--- src/rtl/axis_write_resp_pkg.sv ---
// Shared definitions for the AXI write-response tracker and its stream engines.
//   - one-hot state encodings and their bit indices
//   - AXI BRESP codes and an error-class helper
package axis_write_resp_pkg;

  localparam int unsigned ST_W = 4;

  // Bit position of each state inside the one-hot state vector
  localparam int unsigned IDX_IDLE   = 0;
  localparam int unsigned IDX_CONFIG = 1;
  localparam int unsigned IDX_RUN    = 2;
  localparam int unsigned IDX_DONE   = 3;

  localparam logic [ST_W-1:0] S_IDLE   = 4'b0001;
  localparam logic [ST_W-1:0] S_CONFIG = 4'b0010;
  localparam logic [ST_W-1:0] S_RUN    = 4'b0100;
  localparam logic [ST_W-1:0] S_DONE   = 4'b1000;

  typedef enum logic [1:0] {
    RESP_OKAY   = 2'd0,
    RESP_EXOKAY = 2'd1,
    RESP_SLVERR = 2'd2,
    RESP_DECERR = 2'd3
  } axi_resp_e;

  // SLVERR and DECERR are the two failing response codes
  function automatic logic resp_is_err(input logic [1:0] resp);
    return (resp == RESP_SLVERR) || (resp == RESP_DECERR);
  endfunction

endpackage

--- src/rtl/cfg_decode.sv ---
// Registered cfg-bus front end shared by the stream engines.
// The bus beat is captured once, then decoded, so every action lands one
// cycle after the beat.
// Ports:
//   clk, rst_n          clock, async active-low reset
//   cfg_addr_i/data_i   cfg bus address/data
//   cfg_valid_i         cfg bus strobe
//   arm_c_o             registered beat at ARM_ADDR carrying ARM_ID (decoded)
//   load_c_o            registered beat at DATA_ADDR (decoded)
//   data_o              registered cfg data word
module cfg_decode
  import axis_write_resp_pkg::*;
#(
  parameter int unsigned AWIDTH    = 5,
  parameter int unsigned DWIDTH    = 32,
  parameter int unsigned ARM_ADDR  = 25,
  parameter int unsigned ARM_ID    = 1,
  parameter int unsigned DATA_ADDR = 26
) (
  input  logic              clk,
  input  logic              rst_n,
  input  logic [AWIDTH-1:0] cfg_addr_i,
  input  logic [DWIDTH-1:0] cfg_data_i,
  input  logic              cfg_valid_i,
  output logic              arm_c_o,
  output logic              load_c_o,
  output logic [DWIDTH-1:0] data_o
);

  logic              valid_q;
  logic [AWIDTH-1:0] addr_q;
  logic [DWIDTH-1:0] data_q;

  // Capture the bus beat
  always_ff @(posedge clk or negedge rst_n) begin
    if (!rst_n) begin
      valid_q <= 1'b0;
      addr_q  <= '0;
      data_q  <= '0;
    end else begin
      valid_q <= cfg_valid_i;
      addr_q  <= cfg_addr_i;
      data_q  <= cfg_data_i;
    end
  end

  // Decode the captured beat
  assign arm_c_o  = valid_q && (addr_q == AWIDTH'(ARM_ADDR)) && (data_q == DWIDTH'(ARM_ID));
  assign load_c_o = valid_q && (addr_q == AWIDTH'(DATA_ADDR));
  assign data_o   = data_q;

endmodule

--- src/rtl/axis_write_resp.sv ---
// AXI write-response tracker: gates AW issue against an outstanding-burst
// limit, drains B responses, and counts responses toward an armed target N.
// Ports:
//   clk, rst_n                      clock, async active-low reset
//   cfg_addr/cfg_data/cfg_valid     cfg bus (ID arm beat, burst-count beat)
//   s_awvalid/s_awready             AW from the upstream write engine
//   m_awvalid/m_awready             AW to the interconnect
//   axi_bresp/axi_bvalid/axi_bready write response channel
//   done                            one-cycle completion pulse
//   error                           sticky SLVERR/DECERR flag
//   busy                            bursts in flight
//   outstanding                     count of bursts in flight
module axis_write_resp
  import axis_write_resp_pkg::*;
#(
  parameter int unsigned CFG_ID     = 1,
  parameter int unsigned CFG_ADDR   = 25,
  parameter int unsigned CFG_DATA   = 26,
  parameter int unsigned CFG_AWIDTH = 5,
  parameter int unsigned CFG_DWIDTH = 32,
  parameter int unsigned MAX_OUT    = 16
) (
  input  logic                     clk,
  input  logic                     rst_n,
  input  logic [CFG_AWIDTH-1:0]    cfg_addr,
  input  logic [CFG_DWIDTH-1:0]    cfg_data,
  input  logic                     cfg_valid,
  input  logic                     s_awvalid,
  output logic                     s_awready,
  output logic                     m_awvalid,
  input  logic                     m_awready,
  input  logic [1:0]               axi_bresp,
  input  logic                     axi_bvalid,
  output logic                     axi_bready,
  output logic                     done,
  output logic                     error,
  output logic                     busy,
  output logic [$clog2(MAX_OUT):0] outstanding
);

  localparam int unsigned OUT_W = $clog2(MAX_OUT) + 1;
  localparam int unsigned CNT_W = 32;

  logic                  arm_c;
  logic                  load_c;
  logic [CFG_DWIDTH-1:0] load_data;

  logic [ST_W-1:0]  state_q, state_d;
  logic [CNT_W-1:0] n_q, n_d;
  logic [CNT_W-1:0] cnt_q, cnt_d;
  logic             err_q, err_d;
  logic [OUT_W-1:0] out_q, out_d;

  logic room_c;
  logic aw_hs_c;
  logic b_hs_c;

  cfg_decode #(
    .AWIDTH    (CFG_AWIDTH),
    .DWIDTH    (CFG_DWIDTH),
    .ARM_ADDR  (CFG_ADDR),
    .ARM_ID    (CFG_ID),
    .DATA_ADDR (CFG_DATA)
  ) u_cfg_decode (
    .clk         (clk),
    .rst_n       (rst_n),
    .cfg_addr_i  (cfg_addr),
    .cfg_data_i  (cfg_data),
    .cfg_valid_i (cfg_valid),
    .arm_c_o     (arm_c),
    .load_c_o    (load_c),
    .data_o      (load_data)
  );

  // AW gating and B acceptance run in every state
  assign room_c     = out_q < OUT_W'(MAX_OUT);
  assign m_awvalid  = s_awvalid & room_c;
  assign s_awready  = m_awready & room_c;
  assign axi_bready = (out_q != '0);
  assign aw_hs_c    = m_awvalid & m_awready;
  assign b_hs_c     = axi_bvalid & axi_bready;

  // In-flight count; gating above keeps it within 0..MAX_OUT
  always_comb begin
    out_d = out_q;
    if (aw_hs_c && !b_hs_c) begin
      out_d = out_q + OUT_W'(1);
    end else if (b_hs_c && !aw_hs_c) begin
      out_d = out_q - OUT_W'(1);
    end
  end

  // Next-state: arm, load N, count responses, pulse done
  always_comb begin
    state_d = state_q;
    n_d     = n_q;
    cnt_d   = cnt_q;
    err_d   = err_q;
    case (state_q)
      S_IDLE: begin
        if (arm_c) begin
          state_d = S_CONFIG;
          cnt_d   = '0;
          err_d   = 1'b0;
        end
      end
      S_CONFIG: begin
        if (load_c) begin
          n_d     = CNT_W'(load_data);
          state_d = (n_d == '0) ? S_DONE : S_RUN;
        end
      end
      S_RUN: begin
        // Re-arm beats are ignored here; only responses matter
        if (b_hs_c) begin
          cnt_d = cnt_q + CNT_W'(1);
        end
        if (cnt_d == n_q) begin
          state_d = S_DONE;
        end
      end
      S_DONE: begin
        state_d = S_IDLE;
      end
      default: begin
        state_d = S_IDLE;
      end
    endcase
    // A failing response is never lost, even on the arming cycle
    if (b_hs_c && resp_is_err(axi_bresp)) begin
      err_d = 1'b1;
    end
  end

  always_ff @(posedge clk or negedge rst_n) begin
    if (!rst_n) begin
      state_q <= S_IDLE;
      n_q     <= '0;
      cnt_q   <= '0;
      err_q   <= 1'b0;
      out_q   <= '0;
    end else begin
      state_q <= state_d;
      n_q     <= n_d;
      cnt_q   <= cnt_d;
      err_q   <= err_d;
      out_q   <= out_d;
    end
  end

  assign done        = state_q[IDX_DONE];
  assign error       = err_q;
  assign busy        = (out_q != '0);
  assign outstanding = out_q;

endmodule

--- config.mk ---
export PLATFORM = sky130hd
export DESIGN_NAME = axis_write_resp
export DESIGN_NICKNAME = d
export VERILOG_FILES = /design/src/rtl/axis_write_resp_pkg.sv /design/src/rtl/cfg_decode.sv /design/src/rtl/axis_write_resp.sv
export SDC_FILE = /design/constraint.sdc
export NUM_CORES = 1
export LEC_CHECK = 0
export CAP_MARGIN = 0
export CORE_ASPECT_RATIO = 0.75
export CORE_MARGIN = 2
export CORE_UTILIZATION = 60
export DETAILED_ROUTE_END_ITERATION = 8
export PLACE_DENSITY = 0.83
export REMOVE_ABC_BUFFERS = 1
export SLEW_MARGIN = 40
export SYNTH_ARGS = -nofsm -noshare
export SYNTH_HDL_FRONTEND = slang
export SYNTH_SLANG_ARGS = --single-unit
--- constraint.sdc ---
create_clock -name clk -period 7.6 [get_ports clk]
set_input_delay 1.9 -clock clk [delete_from_list [all_inputs] [get_ports clk]]
set_output_delay 1.9 -clock clk [all_outputs]
set_load 0.01 [all_outputs]
==> impl_metrics.prom <==
# TYPE chip_impl_metric gauge
chip_impl_metric{name="power.total",unit="uW"} 1310
chip_impl_metric{name="num_io_pins",unit=""} 56
chip_impl_info{name="crit_path_start_kind",value="input port"} 1
chip_impl_metric{name="port_buffer_count",unit=""} 54
chip_impl_metric{name="synth_async_sr_flop_share",unit=""} 1.00
chip_impl_metric{name="core_area",unit="um^2"} 9080
chip_impl_metric{name="internal-power",unit="uW"} 954
chip_impl_metric{name="tightestPinTransition",unit="ns"} 0.752
chip_impl_info{name="postSynth.topFlopCell",value="dfrtp_1"} 1
chip_impl_metric{name="fin_tns_setup",unit="ns"} 0
chip_impl_metric{name="final_layout_size_suffix_gt1_frac",unit=""} 0.125
chip_impl_metric{name="timing.max_slew.rel_slack",unit=""} 0.486
chip_impl_metric{name="post_drt_wl_per_cell",unit="um"} 18.8
chip_impl_info{name="hold_class",value="reg2reg"} 1
chip_impl_metric{name="yosysWarningCount",unit=""} 0
chip_impl_metric{name="timing.final.setup_violations",unit=""} 0
chip_impl_metric{name="syn_area_per_cell",unit="um^2"} 10.5
chip_impl_metric{name="ir_worst_vdd",unit="mV"} 0.183
chip_impl_metric{name="post_synth_inst_count",unit=""} 536
chip_impl_metric{name="p_leak",unit="uW"} 0.00282
chip_impl_metric{name="dr.pass1.iters",unit=""} 5
chip_impl_info{name="cts-root-buf",value="clkbuf_16"} 1
chip_impl_info{name="rr_startpoint",value="outstanding[4]"} 1
chip_impl_info{name="grt-busiest-layer",value="met2"} 1
chip_impl_metric{name="ff2ff_setup_slack",unit="ns"} 4.29
chip_impl_metric{name="grt_start_max_net_pins",unit=""} 74
chip_impl_info{name="crit_start",value="m_awready"} 1
chip_impl_metric{name="critPathArrivalTime",unit="ns"} 3.10
chip_impl_metric{name="r2r_cells",unit=""} 13
chip_impl_metric{name="timing_hold_violations_final",unit=""} 0
chip_impl_metric{name="die_w",unit="um"} 116
chip_impl_metric{name="total_overflow_reported_by_the_global_router",unit=""} 0
chip_impl_info{name="timing.critical_path.cells",value="clkdlybuf4s50_1 > nor2b_1 > clkdlybuf4s50_1"} 1
chip_impl_metric{name="cp.depth",unit=""} 3
chip_impl_metric{name="cts_inserted_buffers",unit=""} 9
chip_impl_metric{name="cts_max_path_buffers",unit=""} 2
chip_impl_info{name="timing_worst_setup_path_type",value="in2out"} 1
chip_impl_metric{name="remaining_drc_errors",unit=""} 0
chip_impl_metric{name="htree_levels",unit=""} 3
chip_impl_metric{name="die_h",unit="um"} 87.9
chip_impl_metric{name="synth.lib_cells_used.distinct",unit=""} 64
chip_impl_metric{name="insertion_delay",unit="ns"} 0.36
chip_impl_metric{name="antenna_cells",unit=""} 0
chip_impl_metric{name="grt_first_pass_wirelength",unit="um"} 22000
chip_impl_info{name="r2r_end",value="outstanding[4]"} 1
chip_impl_metric{name="drt_first_iter_violations",unit=""} 372
chip_impl_metric{name="syn_to_final_growth",unit="%"} 16.1
chip_impl_metric{name="critPathRequiredTime",unit="ns"} 5.70
chip_impl_metric{name="pwr-share-comb",unit=""} 0.152
chip_impl_metric{name="postLayoutCoreUtil",unit=""} 0.720
chip_impl_metric{name="detail-route-antenna-nets",unit=""} 0
chip_impl_metric{name="floorplan.die_area",unit="um^2"} 10200
chip_impl_metric{name="clock_power_share",unit=""} 0.350
chip_impl_metric{name="clock-skew-final",unit="ns"} 0.0150
chip_impl_metric{name="syn-cell-area",unit="um^2"} 5630
chip_impl_metric{name="max-cap-violations",unit=""} 0
chip_impl_info{name="setup_repair_after_global_routing_missed_its_margin",value="false"} 1
chip_impl_info{name="critical-path-top-delay-family",value="buffers and inverters"} 1
chip_impl_metric{name="clk_pin_slew",unit="ns"} 0.08
chip_impl_metric{name="maximum_fanout_along_the_worst_path",unit=""} 2
chip_impl_metric{name="detailedPlace.worstSlack",unit="ns"} 2.60
chip_impl_metric{name="groute.usage.overall",unit=""} 0.282
chip_impl_metric{name="met3_layer_usage_reported_by_global_route",unit=""} 0.0602
chip_impl_metric{name="initial_core_utilization",unit=""} 0.620
chip_impl_metric{name="clock_sink_count",unit=""} 112
chip_impl_metric{name="cts_hold_buffers",unit=""} 0
chip_impl_info{name="tritoncts",value="done"} 1
chip_impl_metric{name="hpwlAfterDp",unit="um"} 9600
chip_impl_metric{name="timing.fmax",unit="GHz"} 0.200
chip_impl_metric{name="gpl_wtd_cong",unit=""} 0.980
chip_impl_info{name="category_of_the_worst_setup_path_capture_point",value="output port"} 1
chip_impl_metric{name="pwr_density_cell",unit="nW/um^2"} 200
chip_impl_info{name="status",value="completed"} 1
chip_impl_metric{name="timing.final.ws_setup",unit="ns"} 2.60
chip_impl_metric{name="gr-usage-met2",unit=""} 0.440
chip_impl_metric{name="met1_track_utilization_from_global_routing",unit=""} 0.409
chip_impl_metric{name="rows",unit=""} 30
chip_impl_metric{name="grt_pass1_vias",unit=""} 4345
chip_impl_metric{name="net-switching-power",unit="uW"} 355
chip_impl_metric{name="postCtsSetupRepairBufs",unit=""} 0
chip_impl_metric{name="critical_path.n_buffers_inverters",unit=""} 2
chip_impl_metric{name="power.share.switching",unit=""} 0.271
chip_impl_metric{name="finalWirelength",unit="um"} 13300
chip_impl_metric{name="sequentialPowerShare",unit=""} 0.498
chip_impl_metric{name="via_count",unit=""} 4474
chip_impl_metric{name="timing.final.max_slew_violations",unit=""} 0
chip_impl_metric{name="finalCriticalPeriod",unit="ns"} 5.00
chip_impl_metric{name="ys_seq_area_frac",unit=""} 0.498
chip_impl_info{name="timing.critical_path.slowest_stage_cell",value="clkdlybuf4s50_1"} 1
chip_impl_info{name="cp_capture_point",value="s_awready"} 1
chip_impl_metric{name="final_min_period_over_clock_period",unit=""} 0.658
chip_impl_metric{name="vias_per_cell",unit=""} 6.30
chip_impl_metric{name="yosys_register_bits",unit=""} 112
chip_impl_metric{name="edff_count_synth",unit=""} 0
chip_impl_metric{name="finalNetCount",unit=""} 628
chip_impl_info{name="critical_path.most_common_cell",value="clkdlybuf4s50_1"} 1
chip_impl_metric{name="critical-path-max-stage-delay",unit="ns"} 0.56
chip_impl_metric{name="post_cts.resized_instances",unit=""} 0
chip_impl_metric{name="grt_antenna_before_repair",unit=""} 0
==> flip-flops by register name, summed over array words and instances (netlist names) <==
name,count
u_cfg_decode.data_o,32
error,1
outstanding,5
u_cfg_decode.valid_q,1
cnt_q,32
state_q,4
n_q,32
u_cfg_decode.addr_q,5
==> cell families after synthesis <==
kind of cell	after synthesis	share of synthesized area
AND/OR/NAND/NOR	170	0.171
AO/OA/AOI/OAI	123	0.136
flip-flops	112	0.498
XOR/XNOR	49	0.0762
multiplexers	39	0.0773
buffers and inverters	37	0.0271
adder cells (fa/ha/maj)	6	0.0147
==> layout make-up <==
cell class / count / area [um^2]
Sequential cell: 112 / 2800
Multi-Input combinational cell: 387 / 2680
Fill cell: 662 / 2550
Timing Repair Buffer: 58 / 572
Clock buffer: 10 / 229
Tap cell: 128 / 160
Clock inverter: 6 / 62.6
Inverter: 9 / 33.8
==> through the flow <==
stage                     instances  cell area [um^2]  hold slack [ns]
after detailed placement        694              6240            0.497
after global routing            710              6540            0.536
after global placement          694              6240            0.488
after CTS                       710              6530            0.506
final                           710              6540            0.505
after floorplan                 508              5510            0.466
==> worst min path at each step <==
| stage | start | end | slack [ns] | depth (start not counted) |
|---|---|---|---|---|
| floorplan | cnt_q[31] | cnt_q[31] | 0.47 | 1 |
| detailed placement | u_cfg_decode.data_o[20] | n_q[20] | 0.50 | 1 |
| CTS | u_cfg_decode.data_o[26] | n_q[26] | 0.51 | 1 |
| global route | u_cfg_decode.data_o[20] | n_q[20] | 0.54 | 1 |
| global placement | u_cfg_decode.data_o[9] | n_q[9] | 0.49 | 1 |
| finish | u_cfg_decode.data_o[26] | n_q[26] | 0.50 | 1 |
==> cell usage after synthesis, types with 4 or more instances <==
library cell	instances	share of area
nor4_1	10	0.011
o21ai_0	47	0.042
a31oi_1	13	0.014
nor2_1	35	0.023
a21oi_1	20	0.018
nand4_1	22	0.024
dfrtp_1	111	0.49
ha_1	5	0.011
buf_2	5	0.0044
clkbuf_1	21	0.014
nand2_1	34	0.023
mux2_2	36	0.072
o41ai_1	7	0.011
and3_1	4	0.0044
and2_1	8	0.0089
nor3_1	10	0.0089
inv_1	8	0.0053
o31ai_1	14	0.019
nand3_1	11	0.0098
xnor2_1	28	0.044
xor2_1	21	0.033
==> layer usage <==
layer / share of wire / vias to the layer above / wire length, um
li1: - / 2055 / -
met1: 0.45 / 2206 / 5980
met2: 0.45 / 193 / 6050
met3: 0.082 / 20 / 1100
met4: 0.014 / 0 / 189
met5: 0 / - / 0
==> power groups by stage <==
| stage | logic, uW | clock network [uW] | registers (uW) |
|---|---|---|---|
| floorplan | 96.1 | 0 | 663 |
| finish | 199 | 459 | 652 |
| global route | 218 | 489 | 655 |
| global placement | 190 | 0 | 660 |
| detailed placement | 198 | 0 | 663 |
| CTS | 199 | 469 | 651 |
==> cells in the final DEF (no fill, tap or decap), types with 5 or more instances in the layout <==
cell type          n
nor2_1            35
clkdlybuf4s50_1   53
nand3_1           11
inv_1              8
xor2_1            21
a21oi_1           20
a31oi_1           13
xnor2_1           28
and2_1             8
mux2_2            36
clkbuf_16          9
nand4_1           22
o41ai_1            7
ha_1               5
nor3_1            10
o21ai_0           47
dfrtp_1          111
nor4_1            10
o31ai_1           14
nand2_1           34
Note: power is estimated with default switching activity, not from simulation.
==> RTL change (config.mk and constraints unchanged) <==
Make the reset (`rst_n`) synchronous in 2 clocked blocks. Comments in the files are not updated.
--- a/src/rtl/cfg_decode.sv
+++ b/src/rtl/cfg_decode.sv
@@ -32,7 +32,7 @@
   logic [DWIDTH-1:0] data_q;
 
   // Capture the bus beat
-  always_ff @(posedge clk or negedge rst_n) begin
+  always_ff @(posedge clk) begin
     if (!rst_n) begin
       valid_q <= 1'b0;
       addr_q  <= '0;
--- a/src/rtl/axis_write_resp.sv
+++ b/src/rtl/axis_write_resp.sv
@@ -132,7 +132,7 @@
     end
   end
 
-  always_ff @(posedge clk or negedge rst_n) begin
+  always_ff @(posedge clk) begin
     if (!rst_n) begin
       state_q <= S_IDLE;
       n_q     <= '0;
Function: differs if rst_n is asserted again (counterexample within 4 cycles, from zero or initial values and one cycle with rst_n low); with rst_n held inactive, the same outputs for 10 cycles.
==> RTL change against the unedited design <==
Routed wire length up 15%; clock skew down 0.0058 ns; highest routed layer unchanged; worst setup slack better by 0.048 ns; maximum frequency up 0.98%; power up 14%; cell area up 4.3%; critical endpoint unchanged; synthesized area up 6.4%; critical path depth unchanged; critical path type unchanged; sequential cell count unchanged; die area up 6.1%.
==> RTL change: results (changes against the unedited design) <==
Final nets = 753 (+20%)
worst r2r src = cnt_q[7]$_SDFFE_PN0P_
Worst VDD drop = 0.163 mV (-11%)
mux cell area share after synthesis = 5.68% (-2.1 points)
Power Internal = 0.00107 W (+13%)
cell area after layout = 0.00682 sq mm (+4.3%)
Synth Area in XOR/XNOR = 7.75% (+0.13 points)
status = completed
syn_area_per_cell = 8.81 sq um (-16%)
CTS max path bufs = 2 (unchanged)
Non-Filler Instances = 839 (+18%)
placed cells = 823 (+19%)
final wirelength = 15.3 mm (+15%)
synth unique cells = 71 (+11%)
depth of the worst hold-timing path = 1 (unchanged)
post-synthesis sequential area ratio = 37.4% (-12 points)
complex-gate fraction of the synthesized area = 12.8% (-0.86 points)
Synth Area in Adders = 1.38% (-0.088 points)
first-pass GRT wire length = 24.8 mm (+13%)
fraction of layout cells with a size suffix above 1 = 6.65% (-5.9 points)
post-placement setup slack = 2.54 ns (-0.0555 ns)
Worst Setup SP = m_awready
Synth area leaders = dfxtp_1, mux2i_1, and2_1
DRT iter0 DRCs = 532 (+43%)
hold path start = cnt_q[31]$_SDFFE_PN0P_
via count = 5,137 (+15%)
placer congestion estimate = 0.922 (-5.9%)
LEAKAGE = 2.41 nW (-14%)
GRT Total Usage = 28.9% (+0.62 points)
pin count of the biggest net entering global routing = 113 (+53%)
Post-synth top cells = dfxtp_1, and2_1, nor2b_1
worst reg2reg path depth = 8 (-5)
Async S/R FF share, synth = 0% (-100 points)
hpwl dp = 10.8 mm (+13%)
pin slew with the least headroom to its limit = 0.821 ns (+0.0696 ns)
yosys warns = 0 (unchanged)
CP arrival = 3.05 ns (-0.05 ns)
vias in the first global route = 4,759 (+9.5%)
placed standard-cell area = 0.00646 sq mm (+3.6%)
worst clock skew = 0.00920 ns (-0.00581 ns)
## RTL change: cell count changes after synthesis, sizes merged, moves of 31 or more
| cell | before | now |
|---|---|---|
| mux2 | 36 | 0 |
| dfrtp | 111 | 0 |
| dfxtp | 0 | 112 |
| and2 | 9 | 51 |
| nor2b | 3 | 49 |
| mux2i | 3 | 34 |
## RTL change: per-layer routing
layer  vias to the layer above  share of wire, %  track usage [%]
met1                      2439                45             42.2
met2                       219                45             43.7
li1                       2465                 -                -
met3                        14               8.7             5.37
met5                         -                 0                0
met4                         0               1.2             7.75
## RTL change: metrics by stage
step	hold WS [ns]	total power (W)
after detailed placement	0.489	0.000968
final	0.502	0.00150
after global placement	0.457	0.000950
after global routing	0.508	0.00156
after CTS	0.500	0.00150
after floorplan	0.448	0.000838
## RTL change: final timing paths
check	endpoint	slack, ns
max reg2reg	state_q[2]$_SDFFE_PN0P_	4.23
max	s_awready	2.65
min reg2reg	cnt_q[31]$_SDFFE_PN0P_	0.50
min	cnt_q[31]$_SDFFE_PN0P_	0.50
## RTL change: power by group through the flow
stage	Sequential, W	Clock (W)	Combinational [W]
after floorplan	0.000655	0	0.000183
after global placement	0.000657	0	0.000293
after detailed placement	0.000660	0	0.000308
after CTS	0.000647	0.000540	0.000309
after global routing	0.000653	0.000565	0.000345
final	0.000648	0.000536	0.000314
## RTL change: layout make-up
cell class / instances / area, sq um
Timing Repair Buffer: 57 / 562
Fill cell: 764 / 2880
Clock inverter: 6 / 108
Multi-Input combinational cell: 514 / 3480
Sequential cell: 112 / 2240
Inverter: 8 / 30.0
Tap cell: 132 / 165
Clock buffer: 10 / 239
## RTL change: worst max-delay path: stages
cell and delay (ns):
clkdlybuf4s50_1 0.45, nor2b_1 0.15, clkdlybuf4s50_1 0.55
